## src/rtl/bp_pkg.sv

```systemverilog
// Shared constants for the 2-bit branch predictor.
// Counter encodings and IF-stage next-PC mux select codes.
package bp_pkg;

  localparam int CTR_W = 2;

  localparam logic [CTR_W-1:0] SNT = 2'b00;
  localparam logic [CTR_W-1:0] WNT = 2'b01;
  localparam logic [CTR_W-1:0] WT  = 2'b10;
  localparam logic [CTR_W-1:0] ST  = 2'b11;

  localparam logic [2:0] PC_SEL_SEQ   = 3'b001;
  localparam logic [2:0] PC_SEL_TAKEN = 3'b010;

endpackage

```

## src/rtl/bp_sat_counter2.sv

```systemverilog
// Next-state function of a 2-bit saturating direction counter.
// Pure combinational; the counter table lives in the top level.
module bp_sat_counter2
  import bp_pkg::*;
(
  input  logic [CTR_W-1:0] state,
  input  logic             taken,
  output logic [CTR_W-1:0] next
);

  always_comb begin
    next = state;
    unique case (1'b1)
      taken && (state != ST):   next = state + 2'd1;
      !taken && (state != SNT): next = state - 2'd1;
      default: ;
    endcase
  end

endmodule

```

## src/rtl/bp_2bit_predictor.sv

```systemverilog
// Bimodal 2-bit branch predictor driving the IF next-PC mux select.
// Define BP_GSHARE_EN to XOR a global history register into the index.
module bp_2bit_predictor
  import bp_pkg::*;
#(
  parameter int INDEX_BITS = 6,
  parameter int XLEN       = 32,
  parameter int CNT_W      = 16
) (
  input  logic                  clk,
  input  logic                  rst_n,
  input  logic                  lookup_valid,
  input  logic [XLEN-1:0]       lookup_pc,
  input  logic                  flush,
  input  logic                  upd_valid,
  input  logic [XLEN-1:0]       upd_pc,
  input  logic                  upd_taken,
  input  logic                  upd_mispredict,
  input  logic [INDEX_BITS-1:0] upd_hist,
  output logic                  pred_valid,
  output logic                  pred_taken,
  output logic [2:0]            pc_sel,
  output logic [INDEX_BITS-1:0] pred_hist,
  output logic [CNT_W-1:0]      lookup_count,
  output logic [CNT_W-1:0]      mispredict_count
);

  localparam int DEPTH = 1 << INDEX_BITS;

  logic [CTR_W-1:0]      tbl_q [DEPTH];
  logic [CTR_W-1:0]      tbl_d [DEPTH];
  logic [INDEX_BITS-1:0] lk_idx;
  logic [INDEX_BITS-1:0] up_idx;
  logic [CTR_W-1:0]      up_next;
  logic                  lk_acc;

  logic                  pred_valid_q, pred_valid_d;
  logic                  pred_taken_q, pred_taken_d;
  logic [2:0]            pc_sel_q, pc_sel_d;
  logic [INDEX_BITS-1:0] pred_hist_q, pred_hist_d;
  logic [CNT_W-1:0]      lookup_count_q, lookup_count_d;
  logic [CNT_W-1:0]      misp_count_q, misp_count_d;

  assign lk_acc = lookup_valid & ~flush;

`ifdef BP_GSHARE_EN
  logic [INDEX_BITS-1:0] ghr_q, ghr_d;

  assign lk_idx = lookup_pc[INDEX_BITS+1:2] ^ ghr_q;
  assign up_idx = upd_pc[INDEX_BITS+1:2] ^ upd_hist;

  always_comb begin
    ghr_d = ghr_q;
    if (upd_valid)
      ghr_d = {ghr_q[INDEX_BITS-2:0], upd_taken};
  end

  always_ff @(posedge clk or negedge rst_n) begin
    if (!rst_n) ghr_q <= '0;
    else        ghr_q <= ghr_d;
  end

  assign pred_hist_d = lk_acc ? ghr_q : '0;

  logic unused_bits;
  assign unused_bits = ^{lookup_pc[XLEN-1:INDEX_BITS+2],
                         lookup_pc[1:0],
                         upd_pc[XLEN-1:INDEX_BITS+2],
                         upd_pc[1:0]};
`else
  assign lk_idx      = lookup_pc[INDEX_BITS+1:2];
  assign up_idx      = upd_pc[INDEX_BITS+1:2];
  assign pred_hist_d = '0;

  logic unused_bits;
  assign unused_bits = ^{lookup_pc[XLEN-1:INDEX_BITS+2],
                         lookup_pc[1:0],
                         upd_pc[XLEN-1:INDEX_BITS+2],
                         upd_pc[1:0],
                         upd_hist};
`endif

  bp_sat_counter2 u_ctr (
    .state (tbl_q[up_idx]),
    .taken (upd_taken),
    .next  (up_next)
  );

  always_comb begin
    for (int i = 0; i < DEPTH; i++)
      tbl_d[i] = tbl_q[i];
    if (upd_valid)
      tbl_d[up_idx] = up_next;
  end

  // Lookup reads the table as it stands before this edge's update.
  always_comb begin
    pred_valid_d   = lk_acc;
    pred_taken_d   = lk_acc & tbl_q[lk_idx][CTR_W-1];
    pc_sel_d       = pred_taken_d ? PC_SEL_TAKEN : PC_SEL_SEQ;
    lookup_count_d = lookup_count_q + CNT_W'(lk_acc);
    misp_count_d   = misp_count_q
                   + CNT_W'(upd_valid & upd_mispredict);
  end

  always_ff @(posedge clk or negedge rst_n) begin
    if (!rst_n) begin
      for (int i = 0; i < DEPTH; i++)
        tbl_q[i] <= WNT;
      pred_valid_q   <= 1'b0;
      pred_taken_q   <= 1'b0;
      pc_sel_q       <= PC_SEL_SEQ;
      pred_hist_q    <= '0;
      lookup_count_q <= '0;
      misp_count_q   <= '0;
    end else begin
      for (int i = 0; i < DEPTH; i++)
        tbl_q[i] <= tbl_d[i];
      pred_valid_q   <= pred_valid_d;
      pred_taken_q   <= pred_taken_d;
      pc_sel_q       <= pc_sel_d;
      pred_hist_q    <= pred_hist_d;
      lookup_count_q <= lookup_count_d;
      misp_count_q   <= misp_count_d;
    end
  end

  assign pred_valid       = pred_valid_q;
  assign pred_taken       = pred_taken_q;
  assign pc_sel           = pc_sel_q;
  assign pred_hist        = pred_hist_q;
  assign lookup_count     = lookup_count_q;
  assign mispredict_count = misp_count_q;

endmodule

```

## config.mk

```make
export PLATFORM = sky130hd
export DESIGN_NAME = bp_2bit_predictor
export DESIGN_NICKNAME = d
export VERILOG_FILES = /design/src/rtl/bp_pkg.sv /design/src/rtl/bp_sat_counter2.sv /design/src/rtl/bp_2bit_predictor.sv
export SDC_FILE = /design/constraint.sdc
export NUM_CORES = 1
export LEC_CHECK = 0
export ABC_AREA = 1
export CORE_AREA = 2 2 197 199
export CTS_CLUSTER_SIZE = 10
export DETAILED_ROUTE_END_ITERATION = 8
export DIE_AREA = 0 0 199 201
export SKIP_CTS_REPAIR_TIMING = 1
export SKIP_LAST_GASP = 1
export SLEW_MARGIN = 20
export SYNTH_ARGS = -nofsm -noshare
export SYNTH_HDL_FRONTEND = slang
export SYNTH_SLANG_ARGS = --single-unit
```

## constraint.sdc

```tcl
create_clock -name clk -period 2.2 [get_ports clk]
set_input_delay 0.55 -clock clk [delete_from_list [all_inputs] [get_ports clk]]
set_output_delay 0.55 -clock clk [all_outputs]
set_load 0.05 [all_outputs]
```

# ---- Word-level counts from Yosys, hierarchy flattened
# Cells that the tools add are included.
dict set report totals {
  regBits 164
  out_inout_bits 43
  elab_cells 99
  in_bits 77
}
dict set report op_classes {
  mux 11
  eq_ne 1
  n_bitwise 6
  n_addsub 4
  n_lt_le_gt_ge 3
  reduce_logical 5
}
# operator count
set op_table {}
lappend op_table {{128-bit bitwise mux} 1}
lappend op_table {{16-bit by 1-bit adder with 16-bit output} 2}
lappend op_table {{2-bit binary-select mux with 6-bit select} 2}
lappend op_table {{7-bit greater-or-equal comparator (second input constant)} 2}
lappend op_table {{6-bit inverter with 7-bit output} 2}
lappend op_table {{2-bit demux with 6-bit select} 1}
lappend op_table {{2-bit 2-to-1 mux} 6}
lappend op_table {{7-bit by 1-bit < comparator with 1-bit output (second input constant)} 1}
lappend op_table {{2-bit one-hot mux with 2 select lines} 1}
lappend op_table {{1-bit AND} 3}
lappend op_table {{1-bit logical AND} 3}
lappend op_table {{2-bit by 1-bit adder with 2-bit output (second input constant)} 1}
lappend op_table {{2-bit != test (second input constant)} 1}
lappend op_table {{2-bit nonzero test} 1}
lappend op_table {{2-bit by 1-bit subtractor with 2-bit output (second input constant)} 1}
lappend op_table {{1-bit logical NOT} 1}
lappend op_table {{1-bit inverter} 1}

# ---- Depth between registers and ports, before layout
# Gate-level depths: netlist of the first run.
dict set report logic_depth {
  word_depth 8
  mapped_depth 15
  depth_no_buf 12
}

# ---- By module
# Synthesis of the first run repeated with hierarchy kept, for this count alone.
dict set report unflattened {
  cells_unflattened 1070
  area_unflattened_um2 8473.1
}
# module n_inst seq_area_each_um2 cells_each area_each_um2
set by_module_without_submodules {}
lappend by_module_without_submodules {bp_2bit_predictor 1 4160.2 1065 8451.9}
lappend by_module_without_submodules {bp_sat_counter2 1 0.0 5 21.3}

# ---- Worst setup path before layout of the first run
# OpenSTA, ideal clock, no wires.
dict set report synth_timing {
  path_kind {in2reg}
  from {input port lookup_valid}
  to {register lookup_count_q[14], in the netlist lookup_count[14]}
  stages 11
  setup_ps 82
  required_ps 2118
  arrival_ps 2165
  path_buffers 0
  setup_slack_ps -47
  path_cell_list {inv_1 -> nor2_1 -> ha_1 -> ha_1 -> nand2_1 -> nor2_1 -> nand3_1 -> nor3_1 -> nand3_1 -> nor3_1 -> xor2_1}
}
dict set report synth_between {
  elab_chain_cells 2
}
# item line_no
set synth_rtl {}
lappend synth_rtl {{start: declaration} bp_2bit_predictor.sv:12} ;# input logic lookup_valid,
lappend synth_rtl {{1-bit AND} bp_2bit_predictor.sv:44} ;# assign lk_acc = lookup_valid & ~flush;
lappend synth_rtl {{named net lk_acc} bp_2bit_predictor.sv:35} ;# logic lk_acc;
lappend synth_rtl {{16-bit by 1-bit adder with 16-bit output} bp_2bit_predictor.sv:101} ;# lookup_count_d = lookup_count_q + CNT_W'(lk_acc);
lappend synth_rtl {{named net lookup_count_d[14]} bp_2bit_predictor.sv:41} ;# logic [CNT_W-1:0] lookup_count_q, lookup_count_d;
lappend synth_rtl {{end signal: assignment} bp_2bit_predictor.sv:123} ;# lookup_count_q <= lookup_count_d;
lappend synth_rtl {{end: declaration} bp_2bit_predictor.sv:41}
# The timed path passes the listed nets, and every way through them passes these cells.
# A chain may end at the register's enable or synchronous reset.

# ---- Worst setup path after layout of the first run
dict set report layout_timing {
  from {register misp_count_q[15], in the netlist mispredict_count[15]}
  to {output port mispredict_count[15]}
}
# item line_no
set layout_lines {}
lappend layout_lines {{start: declaration} bp_2bit_predictor.sv:42} ;# logic [CNT_W-1:0] misp_count_q, misp_count_d;
lappend layout_lines {{start signal: assignment} bp_2bit_predictor.sv:124} ;# misp_count_q <= misp_count_d;
lappend layout_lines {{end: declaration} bp_2bit_predictor.sv:25} ;# output logic [CNT_W-1:0] mispredict_count
# No word-level cell between the ends.

==> summary.md, run 1 <==
| Metric | Value |
|---|---|
| CTS Buf Count | `17` |
| Register bit total from synthesis | `163` |
| RSZ-0062 raised after global routing | `true` |
| Critical path arrival | `between 1500 and 2000 ps` |
| CTS tree | `yes` |
| CP delay by family, top | `buffers and inverters` |
| Sequential area share after synthesis | `0.445` |
| Buffers plus inverters on the worst setup path | `1` |
| Commonest non-fill, non-tap cells in the layout | `nand2_1, inv_1, nand3_1` |
| Fin. max-slew vios | `0` |
| Tmin final | `around 2200 ps` |
| CP endpoint kind | `output pin` |
| Gr ovfl total | `0` |
| GPL Wtd Cong | `about 0.86` |
| Final Skew | `approximately 16 ps` |
| Mapped Cells | `approximately 1300` |
| Wirelength, routed | `29500 µm` |
| Logic pwr share | `0.270` |
| Commonest non-fill, non-tap cell in the layout | `nand2_1` |
| Min-delay worst type | `input port to asynchronous set/reset pin` |
| Placed Instances | `1952` |
| First-pass GRT wire length | `46100 µm` |
| Worst-path cell chain | `clkdlybuf4s50_1` |
| Max Fclk | `465 MHz` |
| Critical Path RT | `between 1500 and 2000 ps` |
| Area grow syn2layout | `31.0%` |
| Relative slew slack | `0.654` |
| Initial DRC Count | `720` |
| Final hold vios | `0` |
| Final std cells w/o fill | `1997` |
| Synth Area per Inst | `7.10 µm²` |
| Largest net degree at the start of global routing | `45` |
| Max FO, Critical Path | `2` |
| Worst-skew pair later-pin latency | `440 ps` |
| GRT Resource Usage Total | `0.148` |
| Reg clk slew, reported paths | `approximately 60 ps` |
| Die Span Y | `201 µm` |
| Vias in the first global route | `8520` |
| Post-route ant nets | `0` |
| Antenna violations before repair | `0` |
| # nets final | `roughly 1500` |
| Library cells used by synthesis | `31` |
| Setup ws final | `between 40 and 50 ps` |
| H-tree depth | `4` |
| First drt pass iteration count | `8` |
| Placeable Area | `around 38000 µm²` |
| Startpoint Class | `flop` |
| Worst-case clock buffer depth | `2` |
| Max Cap Viol | `0` |
| Post-synthesis cell area | `approximately 9400 µm²` |
| Crit Reg-Reg Startpoint | `tbl_q[22]$_DFFE_PN1P_` |
| Row cnt | `72` |
| Period utilization | `0.977` |
| Diodes inserted | `0` |
| Initial core utilization | `0.245` |
| Sw frac | `0.352` |
| Sinks on Clock Net | `~160` |
| Outcome | `finished, final reports clean` |
| Detailed Place HPWL | `20200 µm` |
| Pre-CTS WS | `-750 ps` |
| Slew @ Worst Pin | `between 500 and 600 ps` |
| Routed len/inst | `between 10 and 15 µm` |
| Die W | `around 200 µm` |
| Slowest stage delay, CP | `810 ps` |
| Endpoints failing setup | `0` |
| Internal | `roughly 6.1 mW` |
| Seq pwr share | `0.418` |
| Layout cell share with drive strength beyond 1 | `0.190` |
| Static leakage | `6.14 nW` |
| WS Path Type | `flop to output pin` |
| Clock network power share | `0.313` |
| Vias per inst | `4.47` |
| DR vias | `8927` |
| Port Buf Inserts | `between 50 and 60` |
| Critical path launch point | `mispredict_count[15]$_DFF_PN0_` |
| DRC | `0` |
| Die area | `40000 µm²` |
| Pwr/cell area | `a little under 800 nW/µm²` |
| I/O pins | `120` |
| Switching power | `about 3.3 mW` |
| Root Buffer | `clkbuf_16` |
| Crit-path slowest cell | `clkdlybuf4s50_1` |
| Synth Warn # | `0` |
| Max VDD drop | `0.000570 V` |
[cells in the mapped netlist]
| cell type | n | share of area |
|---|---|---|
| dfstp_2 | 65 | 0.18 |
| ha_1 | 4 | 0.0054 |
| clkinv_1 | 6 | 0.0024 |
| nand3b_1 | 1 | 0.00080 |
| or2_1 | 1 | 0.00067 |
| or2_2 | 5 | 0.0033 |
| nand2_4 | 2 | 0.0024 |
| nor2_4 | 2 | 0.0024 |
| xnor2_1 | 6 | 0.0056 |
| inv_1 | 191 | 0.077 |
| o221ai_1 | 2 | 0.0019 |
| nor2_2 | 2 | 0.0013 |
| inv_2 | 2 | 0.00080 |
| nor2_1 | 117 | 0.047 |
| nand2_2 | 1 | 0.00067 |
| conb_1 | 1 | 0.00040 |
| buf_6 | 13 | 0.016 |
| nand2_1 | 484 | 0.19 |
| nor3_1 | 19 | 0.010 |
| buf_1 | 1 | 0.00040 |
| xor2_1 | 22 | 0.021 |
| dfrtp_1 | 98 | 0.26 |
| o21ai_0 | 32 | 0.017 |
| nand4_1 | 3 | 0.0020 |
| clkbuf_1 | 9 | 0.0036 |
| buf_2 | 7 | 0.0037 |
| a21oi_1 | 16 | 0.0086 |
| o211ai_1 | 42 | 0.034 |
| buf_4 | 24 | 0.019 |
| nand3_1 | 127 | 0.068 |
| o21ai_1 | 12 | 0.0064 |
[path summary, 6_finish.rpt]
path	to	slack (ps)	depth (start not counted)
min	tbl_q[91]$_DFFE_PN0P_	50	1
max	mispredict_count[15]	50	1
max in group asynchronous	tbl_q[82]$_DFFE_PN1P_	1480	2
min reg2reg	tbl_q[2]$_DFFE_PN1P_	470	2
max reg2reg	tbl_q[83]$_DFFE_PN0P_	170	12
min in group clk	tbl_q[2]$_DFFE_PN1P_	470	2
[power groups by stage]
stage               registers [mW]  clock network (mW)  logic (mW)
global route                  4.01                3.15        2.78
global placement              3.95                   0        2.37
CTS                           3.92                3.02        2.41
detailed placement            3.96                   0        2.41
floorplan                     4.38                   0        1.06
finish                        3.95                2.95        2.55
[metrics by stage]
step                cell area, µm²  total power, mW  utilization  hold slack (ps)  setup TNS (ps)
finish                       12300             9.44        0.322             54.0               0
global route                 12300             9.94        0.322             71.9           -71.1
CTS                          11800             9.35        0.310             53.9          -33250
detailed placement           11200             6.37        0.295              455          -96870
global placement             11200             6.32        0.295              453          -94760
floorplan                     9380             5.44            -              254               0
[registers in the layout (all words and copies together) (netlist names)]
name	flops
mispredict_count	16
pred_valid	1
lookup_count	16
tbl_q	128
pc_sel	2
[logic make-up (layout without fill, tap and decap cells)]
| kind of cell | Yosys count | in the layout | synth area share |
|---|---|---|---|
| adders and majority gates | 4 | 4 | 0.00535 |
| buffers and inverters | 253 | 409 | 0.123 |
| AOI/OAI and AO/OA | 104 | 104 | 0.0677 |
| other | 1 | 7 | 0.000401 |
| DFF | 163 | 163 | 0.445 |
| xor gates and xnor gates | 28 | 28 | 0.0262 |
| and+or+nand+nor | 764 | 764 | 0.333 |
[metal layers]
metal	vias to the layer above	GRT usage	share of wire
li1	4352	-	-
met1	4238	0.194	0.45
met2	291	0.240	0.46
met3	46	0.0314	0.060
met4	0	0.0493	0.026
met5	-	0	0
[cell type report]
type | count | area (µm²)
Multi-Input combinational cell | 907 | 4270
Fill cell | 4010 | 25900
Inverter | 199 | 754
Timing Repair Buffer | 178 | 1850
Tap cell | 518 | 648
Sequential cell | 163 | 4160
Clock inverter | 13 | 128
Clock buffer | 19 | 443
Power figures use the tool's default switching activity.
==> run 2, diff against run 1 <==
- CELL_PAD_IN_SITES_DETAIL_PLACEMENT: default -> 1
- CELL_PAD_IN_SITES_GLOBAL_PLACEMENT: default -> 2
- PLACE_DENSITY: default -> 0.66
- SLEW_MARGIN: 20 -> default
==> run 2 against run 1 <==
Net effect: the run now ends with negative setup slack left; maximum frequency fell by 4.1%; total power rose by 3.9%; routed wire length rose by 28%.
==> summary.md, run 2 (synthesized netlist as in run 1, its figures left out) <==
| Metric | Value |
|---|---|
| Outcome | `complete, but fails checks` |
| Violations in the final reports | `negative setup slack` |
| Post-route ant nets | `0` |
| Period utilization | `1.02` |
| H-tree depth | `4` |
| Static leakage | `6.76 nW` |
| Final hold vios | `0` |
| WS Path Type | `input port to flop` |
| # nets final | `1577` |
| Die area | `roughly 40000 µm²` |
| Gr ovfl total | `0` |
| Fin. max-slew vios | `0` |
| DRC | `0` |
| Initial DRC Count | `487` |
| Max Cap Viol | `0` |
| CTS tree | `yes` |
| Initial core utilization | `0.245` |
| Slew @ Worst Pin | `531 ps` |
| WHS | `between 20 and 30 ps` |
| CTS Buf Count | `17` |
| Die Span Y | `around 200 µm` |
| Antenna violations before repair | `0` |
| Largest net degree at the start of global routing | `41` |
| Worst-case clock buffer depth | `2` |
| Port Buf Inserts | `54` |
| Area grow syn2layout | `43.2%` |
| DR vias | `9093` |
| Max Fclk | `446 MHz` |
| Sinks on Clock Net | `approximately 160` |
| Max FO, Critical Path | `8` |
| Critical Path RT | `2580 ps` |
| Row cnt | `between 70 and 80` |
| Vias in the first global route | `9229` |
| Max reg flops | `128` |
| Placed Instances | `approximately 2000` |
| Die W | `199 µm` |
| Max VDD drop | `0.000535 V` |
| Setup ws final | `-41.4 ps` |
| RSZ-0062 raised after global routing | `true` |
| Startpoint Class | `input port` |
| Diodes inserted | `0` |
| Vias per inst | `roughly 4.5` |
| Detailed Place HPWL | `24100 µm` |
| Final Skew | `9.42 ps` |
| Tmin final | `about 2200 ps` |
| Routed len/inst | `approximately 19 µm` |
| I/O pins | `120` |
| Commonest non-fill, non-tap cell in the layout | `nand2_1` |
| First drt pass iteration count | `5` |
| Relative slew slack | `0.645` |
| Worst-skew pair later-pin latency | `440 ps` |
| Root Buffer | `clkbuf_16` |
| Placeable Area | `38100 µm²` |
| Wirelength, routed | `37900 µm` |
| Final std cells w/o fill | `2027` |
| Min-delay worst type | `input port to asynchronous set/reset pin` |
| First-pass GRT wire length | `53900 µm` |
| Endpoints failing setup | `32` |
| CP endpoint kind | `flop` |
| GRT Resource Usage Total | `0.179` |
| Critical path arrival | `2620 ps` |
| Commonest non-fill, non-tap cells in the layout | `nand2_1, inv_1, nor2_1` |
| Layout cell share with drive strength beyond 1 | `0.286` |
| R2R cell count | `11` |
| Pwr/cell area | `733 nW/µm²` |
| Reg clk slew, reported paths | `approximately 70 ps` |
| Most flops, register | `tbl_q` |
| GPL Wtd Cong | `0.813` |
-- run 2: cell type report --
type	instances	area (µm²)
inverters	199	761
clock buffers	20	447
multi-input cells	910	4910
fillers	4552	24700
repair buffers	205	2380
well taps	518	648
clock inverters	12	87.6
flip-flops and latches	163	4160
-- run 2: metrics by stage --
stage	TNS [ps]	setup WS [ps]	total power [mW]	util	instance area [µm²]
4_1_cts	-45090	-365	9.37	0.313	11900
5_1_grt	-7490	-119	10.4	0.352	13400
3_5_place_dp	-111350	-838	6.49	0.299	11400
2_1_floorplan	0	23.8	5.44	-	9380
6_report	-595	-41.4	9.81	0.352	13400
3_3_place_gp	-107130	-815	6.43	0.299	11400
-- run 2: critical path: stages --
cell       delay, ps
buf_12           120
buf_12           150
buf_8            130
buf_4            140
o211ai_1         170
nand2_1          110
nor2_1           120
nor2_1            50
nor2_1           160
nand2_1          120
nor2_4           270
nand2_4          190
clkbuf_16        210
nand3_2           60
nand2_2           50
-- run 2: final timing paths --
| check | start | to | slack [ps] |
|---|---|---|---|
| setup / recovery | upd_pc[2] | tbl_q[18]$_DFFE_PN1P_ | -40 |
| hold / removal | rst_n | mispredict_count[13]$_DFF_PN0_ | 30 |
| min in group clk | lookup_count[15]$_DFF_PN0_ | lookup_count[15]$_DFF_PN0_ | 470 |
| setup reg to reg | tbl_q[96]$_DFFE_PN1P_ | tbl_q[16]$_DFFE_PN1P_ | 60 |
| max in group asynchronous | rst_n | tbl_q[106]$_DFFE_PN1P_ | 1480 |
| hold reg to reg | lookup_count[15]$_DFF_PN0_ | lookup_count[15]$_DFF_PN0_ | 470 |
-- run 2: report_power, final --
part	switching [mW]	total, mW	internal [mW]	leakage, nW
registers	0.355	3.94	3.59	1.97
logic	1.92	3.04	1.12	4.53
clock network	1.36	2.84	1.48	0.260
total	3.63	9.81	6.18	6.76
-- run 2: per-layer routing --
metal,share of wire,vias to the layer above,global-route usage
li1,-,4415,-
met1,0.47,4507,0.246
met2,0.48,154,0.296
met3,0.040,17,0.0270
met4,0.0094,0,0.0373
met5,0,-,0
